$ cat config.mk
export PLATFORM = sky130hd
export DESIGN_NAME = usb_rx_rcu
export DESIGN_NICKNAME = d
export VERILOG_FILES = /design/src/rtl/usb_rx_pkg.sv /design/src/rtl/flex_counter.sv /design/src/rtl/usb_rx_rcu.sv
export SDC_FILE = /design/constraint.sdc
export NUM_CORES = 1
export LEC_CHECK = 0
export CAP_MARGIN = 10
export CORE_MARGIN = 2
export CORE_UTILIZATION = 40
export CTS_BUF_LIST = sky130_fd_sc_hd__clkbuf_4 sky130_fd_sc_hd__clkbuf_8
export CTS_CLUSTER_SIZE = 14
export DETAILED_ROUTE_END_ITERATION = 10
export DONT_BUFFER_PORTS = 1
export HOLD_SLACK_MARGIN = 0.15
export PLACE_DENSITY_LB_ADDON = 0.1
export SKIP_LAST_GASP = 1
export SLEW_MARGIN = 20
export SYNTH_ARGS = -nofsm -noshare
export SYNTH_HDL_FRONTEND = slang
export SYNTH_SLANG_ARGS = --single-unit
$ cat constraint.sdc
create_clock -name clk -period 2.5 [get_ports clk]
set_input_delay 0.5 -clock clk [delete_from_list [all_inputs] [get_ports clk]]
set_output_delay 0.5 -clock clk [all_outputs]
set_load 0.05 [all_outputs]
$ cat src/rtl/usb_rx_pkg.sv
// usb_rx_pkg: shared types and constants for the USB full-speed receive path.
package usb_rx_pkg;
    typedef enum logic [3:0] {
        IDLE, START, SYNC, CHK_SYNC, RECV, STORE, EOP2, DONE, ERR_WAIT, ERR_IDLE
    } rcu_state_t;
    localparam logic [7:0] USB_SYNC_BYTE = 8'h80;
    localparam int USB_MAX_BYTES = 64;
endpackage

$ cat src/rtl/flex_counter.sv
// flex_counter: free-running up counter with synchronous clear; clear wins over enable.
module flex_counter #(
    parameter int WIDTH = 4
) (
    input  logic             clk,
    input  logic             rst,
    input  logic             clear,
    input  logic             count_enable,
    output logic [WIDTH-1:0] count
);
    logic [WIDTH-1:0] count_q, count_d;
    always_comb count_d = clear ? '0 : count_enable ? count_q + 1'b1 : count_q;
    always_ff @(posedge clk) begin
        if (rst) count_q <= '0;
        else     count_q <= count_d;
    end
    assign count = count_q;
endmodule

$ cat src/rtl/usb_rx_rcu.sv
// usb_rx_rcu: sequences one received USB packet (SYNC check, byte stores, EOP check)
// and is the sole source of the bit-timer restart and FIFO write strobe.
module usb_rx_rcu
    import usb_rx_pkg::*;
#(
    parameter logic [7:0] SYNC_BYTE = USB_SYNC_BYTE,
    parameter int         MAX_BYTES = USB_MAX_BYTES
) (
    input  logic                             clk,
    input  logic                             rst,
    input  logic                             d_edge,
    input  logic                             shift_enable,
    input  logic                             eop,
    input  logic                             byte_received,
    input  logic [7:0]                       rcv_data,
    output logic                             rcving,
    output logic                             w_enable,
    output logic                             timer_clear,
    output logic                             r_error,
    output logic [$clog2(MAX_BYTES+1)-1:0]   byte_count
);
    localparam int CW = $clog2(MAX_BYTES + 1);
    localparam logic [CW-1:0] LAST = CW'(MAX_BYTES - 1);

    rcu_state_t    state_q, state_d;
    logic          r_error_q, r_error_d;
    logic [CW-1:0] byte_count_q, byte_count_d;
    logic [2:0]    bit_cnt;
    logic          eop_bit;

    assign eop_bit = shift_enable & eop;

    flex_counter #(.WIDTH(3)) u_bit_cnt (
        .clk          (clk),
        .rst          (rst),
        .clear        (timer_clear | byte_received),
        .count_enable (shift_enable),
        .count        (bit_cnt)
    );

    always_comb begin
        state_d = state_q;
        case (state_q)
            IDLE, ERR_IDLE: if (d_edge) state_d = START;
            START:          state_d = SYNC;
            SYNC:           if (eop_bit) state_d = ERR_WAIT;
                            else if (byte_received) state_d = CHK_SYNC;
            CHK_SYNC:       state_d = (rcv_data == SYNC_BYTE) ? RECV : ERR_WAIT;
            // An EOP is only legal on a byte boundary; a partial byte is an error.
            RECV:           if (eop_bit) state_d = (bit_cnt == 3'd0) ? EOP2 : ERR_WAIT;
                            else if (byte_received) state_d = STORE;
            STORE:          state_d = (byte_count_q == LAST) ? ERR_WAIT : RECV;
            EOP2:           if (shift_enable) state_d = eop ? DONE : ERR_WAIT;
            DONE:           state_d = IDLE;
            ERR_WAIT:       if (eop_bit) state_d = ERR_IDLE;
            default:        state_d = IDLE;
        endcase
    end

    always_comb begin
        r_error_d    = (state_d == START) ? 1'b0 : (state_d == ERR_WAIT) ? 1'b1 : r_error_q;
        byte_count_d = (state_d == START) ? '0 : (state_q == STORE) ? byte_count_q + 1'b1 : byte_count_q;
        rcving       = (state_q != IDLE) && (state_q != ERR_IDLE);
        w_enable     = state_q == STORE;
        timer_clear  = state_q == START;
        r_error      = r_error_q;
        byte_count   = byte_count_q;
    end

    always_ff @(posedge clk) begin
        if (rst) begin
            state_q      <= IDLE;
            r_error_q    <= 1'b0;
            byte_count_q <= '0;
        end else begin
            state_q      <= state_d;
            r_error_q    <= r_error_d;
            byte_count_q <= byte_count_d;
        end
    end
endmodule

## Word-level counts from Yosys, hierarchy flattened

Cells that the tools add are included.

| word-level totals | value |
|---|---|
| flip-flop bits (word level) | 15 |
| logic and storage cells | 40 |

| operators by class | value |
|---|---|
| reductions and logical operators | 7 |
| eq/ne operators | 13 |
| multiplexer cells | 12 |
| bitwise logic cells | 2 |
| add/subtract/negate cells | 2 |

Operators with widths:

| cell | number |
|---|---|
| 4-bit two-way mux | 11 |
| 4-bit case mux with 8 select lines | 1 |
| 4-bit by 3-bit == test with 1-bit output (second input constant) | 3 |
| 4-bit == test (second input constant) | 3 |
| 4-bit by 1-bit == test with 1-bit output (second input constant) | 2 |
| 4-bit by 2-bit == test with 1-bit output (second input constant) | 2 |
| 8-bit == test (second input constant) | 1 |
| 7-bit by 1-bit adder with 7-bit output (second input constant) | 1 |
| 7-bit by 6-bit == test with 1-bit output (second input constant) | 1 |
| 2-bit OR reduction | 3 |
| 4-bit zero test | 1 |
| 4-bit != test (second input constant) | 1 |
| 4-bit nonzero test | 1 |
| 3-bit by 1-bit adder with 3-bit output (second input constant) | 1 |
| 3-bit zero test | 1 |
| 1-bit AND | 1 |
| 1-bit logical AND | 1 |
| 1-bit bitwise OR | 1 |

## Depth between registers and ports, before layout

Gate-level depths: netlist (run 1).

| depth | value |
|---|---|
| depth in word-level cells | 6 |
| mapped depth | 8 |
| mapped depth without buffers | 8 |

## Cells and area by module

Synthesis (run 1) repeated with hierarchy kept, for this count alone.

| second synthesis, totals | value |
|---|---|
| cells, all modules | 110 |
| area total of the unflattened synthesis | 955.9 sq um |

Modules (own cells, without submodules):

| module | area each (sq um) | times used | cells an instance |
|---|---|---|---|
| usb_rx_rcu | 828.3 | 1 | 98 |
| flex_counter | 127.6 | 1 | 12 |

## Worst setup path after synthesis (run 1)

Ideal clock, no wire load.

| timing | value |
|---|---|
| kind | register to register |
| from | register byte_count_q[0], in the netlist byte_count[0] |
| to | register byte_count_q[0], in the netlist byte_count[0] |
| path slack | 0.128 ns |
| setup time | 0.128 ns |
| cell stages (with the launch flop) | 8 |
| required time | 2.372 ns |
| buffers on the path | 0 |
| data arrival time | 2.244 ns |
| period minus slack after synthesis | 2.372 ns |
| cells stage by stage | dfxtp_1 ha_1 or2b_1 o31ai_2 o21ai_2 or3b_4 o31ai_4 nor2_1 |

| on the way | value |
|---|---|
| word-level cells in the longest chain between the ends | 5 |
| elaborated cells on any way between the ends | 6 |
| those cells by class | add/sub: 1; eq/ne: 2; mux: 2; reduce/logical: 1 |

Ends and longest elaborated chain:

| element | RTL line | source |
|---|---|---|
| start, declared | usb_rx_rcu.sv:27 | `logic [CW-1:0] byte_count_q, byte_count_d;` |
| start signal, assigned | usb_rx_rcu.sv:78 | `byte_count_q <= byte_count_d;` |
| 7-bit by 6-bit == test with 1-bit output | usb_rx_rcu.sv:52 | `STORE: state_d = (byte_count_q == LAST) ? ERR_WAIT : RECV;` |
| 4-bit two-way mux | usb_rx_rcu.sv:52 |  |
| 4-bit case mux with 8 select lines | usb_rx_rcu.sv:43 | `case (state_q)` |
| 4-bit by 1-bit == test with 1-bit output | usb_rx_rcu.sv:62 | `byte_count_d = (state_d == START) ? '0 : (state_q == STORE) ? byte_count_q + 1'b1 : byte_count_q;` |
| 2-bit OR reduction (no source line) | n/a |  |

Parallel ways exist; a longest one is shown, timed or not.
A chain may end at the register's enable or synchronous reset.

## Final worst setup path (run 1)

| timing | value |
|---|---|
| from | register u_bit_cnt.count_q[0], in the netlist u_bit_cnt.count[0] |
| to | register byte_count_q[1], in the netlist byte_count[1] |

| on the way | value |
|---|---|
| word-level cells in the longest chain between the ends | 6 |

Ends and longest elaborated chain:

| element | RTL line | source |
|---|---|---|
| start, declared | flex_counter.sv:11 | `logic [WIDTH-1:0] count_q, count_d;` |
| start signal, assigned | flex_counter.sv:15 | `else count_q <= count_d;` |
| 3-bit zero test | usb_rx_rcu.sv:50 | `RECV: if (eop_bit) state_d = (bit_cnt == 3'd0) ? EOP2 : ERR_WAIT;` |
| 4-bit two-way mux (2 in a row) | usb_rx_rcu.sv:50 |  |
| 4-bit case mux with 8 select lines | usb_rx_rcu.sv:43 |  |
| 4-bit by 1-bit == test with 1-bit output | usb_rx_rcu.sv:62 |  |
| 2-bit OR reduction (no source line) | n/a |  |

No other way between the ends.

==> metrics.log, run 1 <==
INFO  metric status = completed
INFO  metric grt_util_all_layers = between 10% and 20%
INFO  metric antenna_left = 0
INFO  metric place.port_buffers = 0
INFO  metric tns = 0 ns
INFO  metric areaGrowthSynthToFinish = 8.98%
INFO  metric insertion_delay = 0.29 ns
INFO  metric synth_ff_type = sky130_fd_sc_hd__dfxtp_1
INFO  metric finalWeightedCongestion = 0.760
INFO  metric hold_path.class = input port to flop
INFO  metric timing.hold.ws = roughly 0.27 ns
INFO  metric synth_adder_area_share = 4.02%
INFO  metric post_drt_via_cell_ratio = between 5 and 6
INFO  metric crit_chain = inv_1 -> ha_1 -> nor2b_1 -> and4_1 -> a211oi_2 -> or3b_4 -> o31ai_4 -> nor2_1
INFO  metric final_layout_size_suffix_gt1_share = 16.2%
INFO  metric combinational_family_with_the_most_area_after_synthesis = simple AND/OR/NAND/NOR gates
INFO  metric complex_gate_fraction_of_the_synthesized_area = 15.5%
INFO  metric seq_area_frac_synth = around 32%
INFO  metric synthXorXnorAreaFrac = 8.45%
INFO  metric cts_hold_buffers = 0
INFO  metric synthesis.yosys.warnings = 0
INFO  metric cp-end-kind = flop
INFO  metric synth_top_cell_by_area = sky130_fd_sc_hd__dfxtp_1
INFO  metric core = 2210 um^2
INFO  metric ys_async_sr_fraction = 0%
INFO  metric die_w = around 52 um
INFO  metric die_h = between 50 and 60 um
INFO  metric slowest_stage = sky130_fd_sc_hd__or3b_4
INFO  metric cts.reportedPaths.clkPinSlew = 0.10 ns
INFO  metric finalMaxSlewViolations = 0
INFO  metric grt_pass1_vias = 700
INFO  metric timing.critical_path.slowest_cell_delay = 0.42 ns
INFO  metric finalWorstPathRequiredPeriod = 2.11 ns
INFO  metric n_fill_cell = 230
INFO  metric tightestPinTransition = 0.576 ns
INFO  metric buffers_from_clock_root_to_sink_at_most = 2
INFO  metric globalRoute.totalOverflow = 0
INFO  metric route.detailed.drc = 0
INFO  metric route.detailed.wl_per_inst = between 10 and 15 um
INFO  metric rsz0062_at_grt = no
INFO  metric worst-setup-path-type = flop to flop
INFO  metric detailedRoute.firstIterationViolations = 5
INFO  metric antenna_violations_before_repair = 0
INFO  metric timing.max_cap.violations = 0
INFO  metric critical_path.max_fanout = 8
INFO  metric cts_sinks = 15
INFO  metric period_share = between 80% and 90%
INFO  metric fp.dieArea = 2740 um^2
INFO  metric postSynthCellCount = 110
INFO  metric timing.critical_path.required = 2.67 ns
INFO  metric final-hold-violation-count = 0
INFO  metric synthesis.area = between 900 and 1000 um^2
INFO  metric worst_ep_arrival_time = 2.27 ns
INFO  metric floorplan.io_pins = 25
INFO  metric fmaxAchievable = 0.475 GHz
INFO  metric synth_edf_count = 0
INFO  metric antennaDiodeCount = 0
INFO  metric detailedPlacementHpwl = 1410 um
INFO  metric num_vias = 746
INFO  metric drt_wl_total = 1790 um
INFO  metric vdd.ir_drop.worst = 0.357 mV
INFO  metric rows = 17
INFO  metric first_pass_iters = 4
INFO  metric number_of_gates_resized_after_cts = 0
INFO  metric synth.area.top_cells = sky130_fd_sc_hd__dfxtp_1, sky130_fd_sc_hd__nor2_1, sky130_fd_sc_hd__xor2_1, sky130_fd_sc_hd__nand2_1, sky130_fd_sc_hd__ha_1
INFO  metric post_synth_num_cell_types = 41
INFO  metric start_util = 42.2%
INFO  metric cpLargestDelayFamily = simple AND/OR/NAND/NOR gates
INFO  metric syn_nets = between 100 and 150
INFO  metric setup_viol = 0
INFO  metric synth.area.mux_share = 2.14%
INFO  metric startpoint_type = flop
INFO  metric power-per-cell-area = 534 nW/um^2
INFO  metric synth_simple_gate_area_share = 29.9%
INFO  metric tritoncts.num_buffers = 3
INFO  metric cts_tree = built
INFO  metric ctsHtreeMaxLevel = 1
INFO  metric fin_worst_skew = 0.00658 ns
INFO  metric fin_nets = 135
INFO  metric grt_first_pass_wirelength = slightly above 3000 um
INFO  metric yosys_register_bits = 15
INFO  metric cts.repair_timing.setup_buffer_count = 0
INFO  metric avgSynthCellArea = between 8 and 9 um^2
INFO  metric slew_headroom = 60.6%
INFO  metric clockRootBuffer = sky130_fd_sc_hd__clkbuf_4
INFO  metric yosysTopAreaCellShare = 32.2%
INFO  metric grt_start_max_net_pins = 13
INFO  metric worstPathBufferInverterCount = 1
INFO  metric p_leak = about 0.38 nW
cells in the mapped netlist (2+ instances only):
| cell type | instances |
|---|---|
| sky130_fd_sc_hd__xnor2_1 | 4 |
| sky130_fd_sc_hd__nand2b_1 | 4 |
| sky130_fd_sc_hd__nor3_1 | 2 |
| sky130_fd_sc_hd__xor2_1 | 5 |
| sky130_fd_sc_hd__nor2_1 | 17 |
| sky130_fd_sc_hd__a21oi_1 | 4 |
| sky130_fd_sc_hd__buf_4 | 2 |
| sky130_fd_sc_hd__o21ai_0 | 2 |
| sky130_fd_sc_hd__nand3_1 | 2 |
| sky130_fd_sc_hd__buf_6 | 3 |
| sky130_fd_sc_hd__a31oi_1 | 2 |
| sky130_fd_sc_hd__or3_1 | 2 |
| sky130_fd_sc_hd__mux2i_1 | 2 |
| sky130_fd_sc_hd__ha_1 | 3 |
| sky130_fd_sc_hd__nand2_1 | 11 |
| sky130_fd_sc_hd__dfxtp_1 | 15 |
| sky130_fd_sc_hd__nand4_1 | 2 |
| sky130_fd_sc_hd__inv_1 | 5 |
worst register-to-register path: stages (launching register included):
cell and delay, ns:
sky130_fd_sc_hd__dfxtp_1 0.38, sky130_fd_sc_hd__inv_1 0.06, sky130_fd_sc_hd__ha_1 0.19, sky130_fd_sc_hd__nor2b_1 0.14, sky130_fd_sc_hd__and4_1 0.19, sky130_fd_sc_hd__a211oi_2 0.18, sky130_fd_sc_hd__or3b_4 0.42, sky130_fd_sc_hd__o31ai_4 0.35
sky130_fd_sc_hd__nor2_1 0.09
cell usage in the layout (no fill, tap or decap), drive strengths merged, types with 2 or more instances in the layout:
| master | Yosys | final |
|---|---|---|
| buf | 6 | 9 |
| nor2 | 17 | 17 |
| a31oi | 2 | 2 |
| nand2b | 4 | 4 |
| inv | 5 | 5 |
| clkbuf | 0 | 3 |
| nor3 | 2 | 2 |
| o21ai | 4 | 4 |
| a21oi | 4 | 4 |
| xnor2 | 4 | 4 |
| dfxtp | 15 | 15 |
| o31ai | 2 | 2 |
| mux2i | 2 | 2 |
| xor2 | 5 | 5 |
| or3 | 2 | 2 |
| nand3 | 2 | 2 |
| ha | 3 | 3 |
| nand4 | 2 | 2 |
| nand2 | 11 | 11 |
worst paths after layout:
check / from / to / slack, ns / cells past startpoint
setup / recovery: u_bit_cnt.count[0]$_SDFFE_PP0P_ / byte_count[1]$_SDFFE_PP0P_ / 0.39 / 8
hold / removal: rst / state_q[0]$_SDFF_PP0_ / 0.27 / 1
setup reg to reg: u_bit_cnt.count[0]$_SDFFE_PP0P_ / byte_count[1]$_SDFFE_PP0P_ / 0.39 / 8
hold reg to reg: u_bit_cnt.count[2]$_SDFFE_PP0P_ / u_bit_cnt.count[2]$_SDFFE_PP0P_ / 0.53 / 2
per-layer routing:
| metal | wire length [um] | part of all wire (%) | vias up | global-route usage [%] |
|---|---|---|---|---|
| met4 | 0 | 0 | 0 | 2.56 |
| met2 | 787 | 44 | 16 | 23.1 |
| met5 | 0 | 0 | - | 0 |
| met1 | 917 | 51 | 335 | 19.6 |
| met3 | 87 | 4.9 | 0 | 5.71 |
| li1 | - | - | 395 | - |
sequential cells by signal, indices dropped and copies added, names as in the netlist:
register	count
byte_count	7
state_q	4
u_bit_cnt.count	3
r_error	1
through the flow:
step	instances	total power, mW	cell area (um^2)	worst slack (ns)	util (%)
after floorplan	110	0.396	933	0.128	-
after global placement	141	0.405	987	0.395	44.6
after detailed placement	141	0.406	987	0.390	44.6
after CTS	145	0.554	1020	0.353	46.0
after global routing	145	0.577	1020	0.222	46.0
final	145	0.544	1020	0.394	46.0
power breakdown:
group | switching (mW) | internal, mW | leakage, nW
clock | 0.0825 | 0.0608 | 0.0139
combinational | 0.0757 | 0.0497 | 0.241
sequential | 0.0266 | 0.248 | 0.121
area by class of cell:
type                    count  area [um^2]  area share, %
well taps                  28         35.0           3.44
repair buffers              9         67.6           6.64
clock buffers               3         22.5           2.21
inverters                   5         18.8           1.85
clock inverters             1         7.51          0.738
multi-input cells          84          566           55.6
flip-flops and latches     15          300           29.5
cell families (layout without fill, tap and decap cells):
| family | count (synthesis) | after routing |
|---|---|---|
| and+or+nand+nor | 52 | 52 |
| AOI/OAI and AO/OA | 18 | 18 |
| DFF | 15 | 15 |
| buffers and inverters | 11 | 18 |
| xor gates and xnor gates | 9 | 9 |
| adders and majority gates | 3 | 3 |
| muxes | 2 | 2 |
No activity file was read; power rests on OpenSTA's default activity.
==> inputs of run 2 (changes only) <==
clock period = 2 ns   (was 2.5 ns; I/O delays follow)
==> metrics.log, run 2 (synthesis gave the netlist of run 1 again) <==
INFO  metric status = completed
INFO  metric core = around 2200 um^2
INFO  metric antenna_left = 0
INFO  metric n_fill_cell = 217
INFO  metric post_drt_via_cell_ratio = 5.09
INFO  metric tightestPinTransition = ~0.52 ns
INFO  metric detailedPlacementHpwl = 1620 um
INFO  metric layout_commonest_cell = sky130_fd_sc_hd__buf_4
INFO  metric hold_path_startpoint = rst
INFO  metric slowest_stage = sky130_fd_sc_hd__or3b_4
INFO  metric hold_path_depth = 1
INFO  metric cts.reportedPaths.clkPinSlew = about 0.090 ns
INFO  metric grt_util_all_layers = 16.2%
INFO  metric die_h = 52.3 um
INFO  metric timing.critical_path.slowest_cell_delay = ~0.4 ns
INFO  metric final_layout_size_suffix_gt1_share = 38.3%
INFO  metric grt_first_pass_wirelength = around 3400 um
INFO  metric route.detailed.drc = 0
INFO  metric startpoint_type = flop
INFO  metric finalWeightedCongestion = 0.798
INFO  metric fin_worst_skew = around 0.0061 ns
INFO  metric cts_sinks = 15
INFO  metric cts_hold_buffers = 0
INFO  metric antennaDiodeCount = 0
INFO  metric floorplan.io_pins = 25
INFO  metric grt_start_max_net_pins = 11
INFO  metric setup_viol = 0
INFO  metric postPlaceCellArea = 1120 um^2
INFO  metric hold_path_end = state_q[1]$_SDFF_PP0_
INFO  metric cp-end-kind = flop
INFO  metric place.port_buffers = 0
INFO  metric critical_path.max_fanout = 8
INFO  metric timing.max_cap.violations = 0
INFO  metric num_vias = between 800 and 900
INFO  metric timing.rr.end = byte_count[1]$_SDFFE_PP0P_
INFO  metric timing.rr.start = byte_count[1]$_SDFFE_PP0P_
INFO  metric p_leak = about 0.48 nW
INFO  metric final-hold-violation-count = 0
INFO  metric fin_nets = 151
INFO  metric timing.critical_path.required = 2.18 ns
INFO  metric timing.reg2reg.setup_slack = 0.08 ns
INFO  metric cpLargestDelayFamily = simple AND/OR/NAND/NOR gates
INFO  metric totalPowerFinal = 741 uW
INFO  metric finalMaxSlewViolations = 0
INFO  metric largest_register_ff_count = 7
INFO  metric ctsHtreeMaxLevel = 1
INFO  metric start_util = 42.2%
INFO  metric finalWorstPathRequiredPeriod = 1.92 ns
INFO  metric slew_headroom = 65.4%
INFO  metric period_share = between 90% and 100%
INFO  metric fp.dieArea = roughly 2700 um^2
INFO  metric cts_tree = built
INFO  metric rows = 17
INFO  metric rsz0062_at_grt = yes
INFO  metric tritoncts.num_buffers = 3
INFO  metric power-per-cell-area = 620 nW/um^2
INFO  metric vdd.ir_drop.worst = 0.444 mV
INFO  metric hold_path.class = input port to flop
INFO  metric layout_common_cells = sky130_fd_sc_hd__buf_4, sky130_fd_sc_hd__nor2_1, sky130_fd_sc_hd__nand2_1, sky130_fd_sc_hd__dfxtp_2
INFO  metric die_w = 52.3 um
INFO  metric ff_latch_area = 320 um^2
INFO  metric postLayoutCellArea = 1190 um^2
INFO  metric buffers_from_clock_root_to_sink_at_most = 2
INFO  metric grt_pass1_vias = 787
INFO  metric globalRoute.totalOverflow = 0
INFO  metric multiInputGateArea = 602 um^2
INFO  metric first_pass_iters = 4
INFO  metric clockRootBuffer = sky130_fd_sc_hd__clkbuf_4
INFO  metric worst_ep_arrival_time = 2.10 ns
INFO  metric route.detailed.wl_per_inst = 12.9 um
INFO  metric antenna_violations_before_repair = 0
INFO  metric detailedRoute.firstIterationViolations = 18
INFO  metric worst-setup-path-type = flop to flop
INFO  metric fmaxAchievable = 0.522 GHz
INFO  metric areaGrowthSynthToFinish = 28.0%
INFO  metric crit_chain = ha_4 -> or2b_1 -> o31ai_2 -> o21ai_2 -> or3b_4 -> o31ai_4 -> buf_6 -> nor2_1
INFO  metric drt_wl_total = roughly 2100 um
INFO  metric worstPathBufferInverterCount = 1
INFO  metric insertion_delay = 0.28 ns
INFO  metric worstRegToRegCells = 8
run 2: worst max-delay path by stage:
stage / start / endpoint / slack [ns] / cells past startpoint
after floorplan: byte_count[1]$_SDFFE_PP0P_ / byte_count[2]$_SDFFE_PP0P_ / -0.02 / 7
after global placement: u_bit_cnt.count[0]$_SDFFE_PP0P_ / byte_count[3]$_SDFFE_PP0P_ / -0.002 / 9
after detailed placement: u_bit_cnt.count[0]$_SDFFE_PP0P_ / byte_count[2]$_SDFFE_PP0P_ / -0.01 / 9
after CTS: state_q[1]$_SDFF_PP0_ / byte_count[1]$_SDFFE_PP0P_ / 0.03 / 7
after global routing: byte_count[1]$_SDFFE_PP0P_ / byte_count[5]$_SDFFE_PP0P_ / -0.01 / 8
final: byte_count[1]$_SDFFE_PP0P_ / byte_count[1]$_SDFFE_PP0P_ / 0.08 / 8
run 2: layout make-up:
| class | instances | share of cell area, % |
|---|---|---|
| sequential | 15 | 26.8 |
| timing repair buffer | 25 | 16.0 |
| clock inverter | 1 | 0.419 |
| clock buffer | 3 | 1.88 |
| inverter | 5 | 1.57 |
| multi-input combinational | 84 | 50.4 |
| tap | 28 | 2.93 |
run 2: per-stage QoR:
stage | worst slack (ns) | setup TNS [ns] | hold slack (ns) | cells | util, %
global placement | -0.00239 | -0.00351 | 0.479 | 156 | 50.8
CTS | 0.0270 | 0 | 0.174 | 160 | 52.4
detailed placement | -0.0122 | -0.0742 | 0.479 | 156 | 50.8
global route | -0.0139 | -0.0154 | 0.162 | 161 | 54.0
floorplan | -0.0154 | -0.0864 | 0.472 | 110 | -
finish | 0.0827 | 0 | 0.172 | 161 | 54.0
run 2: timing repair:
| item | in CTS | in global routing |
|---|---|---|
| buffers inserted | 0 | 1 |
| endpoints found under the setup margin | 8 | 8 |
| gates resized for setup | 3 | 11 |
| pin swaps | 3 | 2 |
run 2: per-layer routing:
layer  global-route usage, %  wire length, um
met5                       0                0
met2                    28.1             1040
met4                    5.13               23
met3                    2.86              100
met1                    20.1              913
run 2: worst register-to-register path, cell delays in order, from the launching register on:
cell and delay [ns]:
sky130_fd_sc_hd__dfxtp_4 0.37, sky130_fd_sc_hd__ha_4 0.13, sky130_fd_sc_hd__or2b_1 0.24, sky130_fd_sc_hd__o31ai_2 0.20, sky130_fd_sc_hd__o21ai_2 0.10, sky130_fd_sc_hd__or3b_4 0.39, sky130_fd_sc_hd__o31ai_4 0.18, sky130_fd_sc_hd__buf_6 0.16
sky130_fd_sc_hd__nor2_1 0.05
run 2: report_power, final:
group | total [mW] | internal [mW] | switching, mW | leakage (nW)
logic | 0.235 | 0.112 | 0.123 | 0.336
registers | 0.331 | 0.309 | 0.0222 | 0.127
clock network | 0.174 | 0.0743 | 0.100 | 0.0177
==> inputs of run 3 (changes only) <==
CTS_CLUSTER_SIZE = 12   (was 14)
==> results of run 3 <==
Same layout as run 2: the final DEF is identical, and so are final timing and power.
